**config.mk**
```make
export PLATFORM = sky130hd
export DESIGN_NAME = div8_seq
export DESIGN_NICKNAME = d
export VERILOG_FILES = /design/src/rtl/div8_seq.sv
export SDC_FILE = /design/constraint.sdc
export NUM_CORES = 1
export LEC_CHECK = 0
export ABC_CLOCK_PERIOD_IN_PS = 2400
export CAP_MARGIN = 20
export CORE_MARGIN = 5
export CORE_UTILIZATION = 60
export CTS_CLUSTER_DIAMETER = 50
export CTS_CLUSTER_SIZE = 20
export DETAILED_ROUTE_END_ITERATION = 12
export DONT_BUFFER_PORTS = 1
export GPL_TIMING_DRIVEN = 0
export MAX_ROUTING_LAYER = met4
export PLACE_DENSITY = 0.76
export SETUP_SLACK_MARGIN = 0.05
export SLEW_MARGIN = 20
export SYNTH_ARGS = -nofsm -noshare
export SYNTH_HDL_FRONTEND = slang
export SYNTH_SLANG_ARGS = --single-unit
```
**constraint.sdc**
```tcl
create_clock -name clk -period 2.4 [get_ports clk]
set_input_delay 0.48 -clock clk [delete_from_list [all_inputs] [get_ports clk]]
set_output_delay 0.48 -clock clk [all_outputs]
set_load 0.1 [all_outputs]
```
**src/rtl/div8_seq.sv**
```systemverilog
// div8_seq: iterative restoring unsigned divider, one trial subtraction per clock.
module div8_seq #(
  parameter int WIDTH = 8,
  parameter int CNT_W = 4
) (
  input  logic             clk,
  input  logic             rst,
  input  logic             start,
  input  logic [WIDTH-1:0] dividend,
  input  logic [WIDTH-1:0] divisor,
  output logic             busy,
  output logic             done,
  output logic [WIDTH-1:0] quotient,
  output logic [WIDTH-1:0] remainder,
  output logic             divByZero
);
  typedef enum logic [1:0] {IDLE, RUN, DONE} state_t;
  state_t           r_state;
  logic [WIDTH-1:0] r_q, r_r, r_d;
  logic [CNT_W-1:0] r_cnt;
  logic [WIDTH-1:0] w_shift, w_q_nx, w_r_nx;
  logic [WIDTH:0]   w_trial;
  // Partial remainder before iteration i is below 2^i, so dropping R's MSB never loses a bit.
  assign w_shift = {r_r[WIDTH-2:0], r_q[WIDTH-1]};
  assign w_trial = {1'b0, w_shift} - {1'b0, r_d};
  assign w_r_nx  = w_trial[WIDTH] ? w_shift : w_trial[WIDTH-1:0];
  assign w_q_nx  = {r_q[WIDTH-2:0], ~w_trial[WIDTH]};
  always_ff @(posedge clk or posedge rst)
    if (rst) begin
      r_state   <= IDLE;
      r_q       <= '0;
      r_r       <= '0;
      r_d       <= '0;
      r_cnt     <= '0;
      busy      <= 1'b0;
      done      <= 1'b0;
      quotient  <= '0;
      remainder <= '0;
      divByZero <= 1'b0;
    end else if (r_state == RUN) begin
      r_q   <= w_q_nx;
      r_r   <= w_r_nx;
      r_cnt <= r_cnt + 1'b1;
      if (r_cnt == CNT_W'(WIDTH - 1)) begin
        r_state   <= DONE;
        busy      <= 1'b0;
        done      <= 1'b1;
        quotient  <= w_q_nx;
        remainder <= w_r_nx;
      end
    end else begin
      done <= start && divisor == '0;
      if (!start) r_state <= IDLE;
      else if (divisor == '0) begin
        r_state   <= DONE;
        r_d       <= divisor;
        quotient  <= '1;
        remainder <= dividend;
        divByZero <= 1'b1;
      end else begin
        r_state   <= RUN;
        r_d       <= divisor;
        r_q       <= dividend;
        r_r       <= '0;
        r_cnt     <= '0;
        busy      <= 1'b1;
        divByZero <= 1'b0;
      end
    end
endmodule

```
==> metrics.csv <==
metric;value;unit
crit-path cells;inv_1 -> ha_1 -> inv_1 -> fa_2 -> a211oi_4 -> o211ai_2 -> a21oi_4 -> a2bb2oi_1 -> a31oi_1;
# setup viols final;0;
Worst slew margin;0.382;
yosys warns;0;
worst slew pin tran;0.927;ns
GRT Total Usage;0.220;
f_max;0.449;GHz
largest net degree at the start of global routing;31;
Min Clock Period, post-route;2.23;ns
dpl hpwl;3.77;mm
hold slack;0.0366;ns
most common cell in the netlist;dfrtp_1;
slowest stage cell on the critical path;dfrtp_1;
router iterations before antenna repair;4;
DRC;0;
vias in the first global route;1824;
unrepaired setup endpoints after global routing;yes;
GR Overflow Total;0;
post-detailed-route via-to-cell ratio;6.10;
Critical Path Max Stage Delay;0.39;ns
Syn Area/Cell;9.84;um2
IO Count;38;
P&R area growth vs syn;10.3;%
antenna-violating nets left;0;
Hold Path Class;in2async;
final slew viol count;0;
critical path's most frequent cell;inv_1;
Tcrit/Tclk final;0.928;
Post-synth EDFFs;0;
core region area;3720;um2
endpoints failing hold;0;
Worst-Skew Late Latency;0.31;ns
TritonCTS clock tree;built;
H-tree depth;2;
Synth area leader;dfrtp_1;
Seq/Total Area, Yosys;0.502;
ys async rst share;1.00;
CP Capture Type;flop;
Cells after Synth;238;
vias;1806;
CTS root buf;clkbuf_8;
worst path required time;2.63;ns
post-synthesis cell area;2340;um2
first-pass GRT wire length;8.69;mm
synth unique cells;43;
starting density of the core;0.630;
antenna cells;0;
DRT iter0 DRCs;160;
share of layout cells above drive strength 1;0.141;
WS Path Type;reg2reg;
CTS Buffer Depth;2;
Post-Syn Nets;268;
worst-path fanout max;8;
initial antenna violation count;0;
Clock transition at path regs;0.09;ns
clk_skew;0.00301;ns
FP Rows;22;
WL per Instance;17.5;um
Nets;277;
WP data arrival;2.46;ns
Die Height;72.5;um
CTS Buf Count;5;
top post-synthesis cells by area;dfrtp_1 50%, nor2_1 6.3%, ha_1 5.3%;
ys flop type;dfrtp_1;
Die X-Extent;72.5;um
Synth Register Bits;47;
Post-CTS Hold Buffers;0;
max_cap viols;0;
Routed WL;5.17;mm
status;complete, no violations;
number of buffers added on ports;0;
startpoint types;flop;
clock sinks;47;
Post-synth top cells;47 x dfrtp_1, 39 x nor2_1, 31 x nand2_1;
gp weighted congestion;0.882;
area share of the largest cell type after synthesis;0.502;
die area;5250;um2
-- cell families (layout without fill, tap and decap cells) --
| logic type | Yosys count | in the layout | share of synthesized area |
|---|---|---|---|
| simple gates | 97 | 97 | 0.183 |
| compound gates | 51 | 51 | 0.164 |
| flops | 47 | 47 | 0.502 |
| buf+inv | 20 | 30 | 0.0347 |
| fa+ha+maj | 11 | 11 | 0.0620 |
| mux | 8 | 8 | 0.0385 |
| xor+xnor | 4 | 4 | 0.0150 |
-- worst max-delay path: cells and delay by family, from the launching register on --
| kind | cells | cell delay (ns) |
|---|---|---|
| AOI/OAI and AO/OA | 5 | 1.10 |
| adders and majority gates | 2 | 0.53 |
| DFF | 1 | 0.39 |
| buffers and inverters | 2 | 0.15 |
-- final timing paths --
path                                           start                        to  slack [ns]  depth (start not counted)
min in group clk                         dividend[2]  remainder[2]$_DFFE_PP0P_        0.31                          2
worst min register to register  r_cnt[3]$_DFFE_PP0P_      r_cnt[3]$_DFFE_PP0P_        0.50                          1
worst max-delay path              r_q[7]$_DFFE_PP0P_  remainder[1]$_DFFE_PP0P_        0.17                          9
worst max register to register    r_q[7]$_DFFE_PP0P_  remainder[1]$_DFFE_PP0P_        0.17                          9
max in group asynchronous                        rst          done$_DFFE_PP0P_        1.87                          2
worst min-delay path                             rst        r_d[6]$_DFFE_PP0P_        0.04                          1
-- layer usage --
metal  track usage  vias up  share of wire
met5             -        -              0
met4        0.0676        0          0.018
met3        0.0706       11          0.077
met2         0.329       46           0.46
met1         0.286      895           0.44
li1              -      854              -
-- state kept, by name (all words and copies together) (netlist names), 4 cells and up --
register	flops
remainder	8
quotient	8
r_cnt	4
r_r	7
r_q	8
r_d	8
-- per-stage QoR --
step	std cells	util	setup TNS (ns)	instance area (um2)	setup WS, ns
floorplan	238	-	0	2340	0.356
global placement	286	0.646	-0.0734	2400	-0.0734
detailed placement	287	0.652	-0.0828	2420	-0.0828
CTS	295	0.687	0	2550	0.106
global route	296	0.695	0	2580	0.0233
finish	296	0.695	0	2580	0.172
-- area by class of cell --
class / count / area (um2)
flip-flops and latches: 47 / 1180
fillers: 288 / 1130
multi-input cells: 171 / 1110
clock buffers: 6 / 82.6
well taps: 48 / 60.1
inverters: 12 / 45.0
clock inverters: 2 / 38.8
plain buffers: 8 / 36.3
repair buffers: 2 / 27.5
-- cell usage in the layout (no fill, tap or decap), types with 2 or more instances in the layout --
cell	instances
dfrtp_1	46
nor2_1	39
nand2_1	31
inv_1	11
ha_1	10
a21oi_1	9
mux2_2	8
o22ai_1	7
nor3_1	7
a31oi_1	6
clkbuf_8	6
clkbuf_1	5
nand3_1	4
nor2b_1	3
xnor2_1	3
o211ai_1	3
nand2b_1	3
a2bb2oi_1	3
a21o_1	3
a41oi_1	3
nor4_1	2
buf_2	2
nand3_2	2
and2_1	2
buf_4	2
o21ai_0	2
o21ai_1	2
a22o_1	2
-- what timing repair did --
item / in CTS / in global routing
pin swaps: 0 / 3
setup buffers: 0 / 1
endpoints found under the setup margin: 17 / 13
resized for setup: 2 / 4
Power is left out: the tool's default activity adds up to more than one toggle a clock period on the data nets, which glitch-free logic cannot reach.
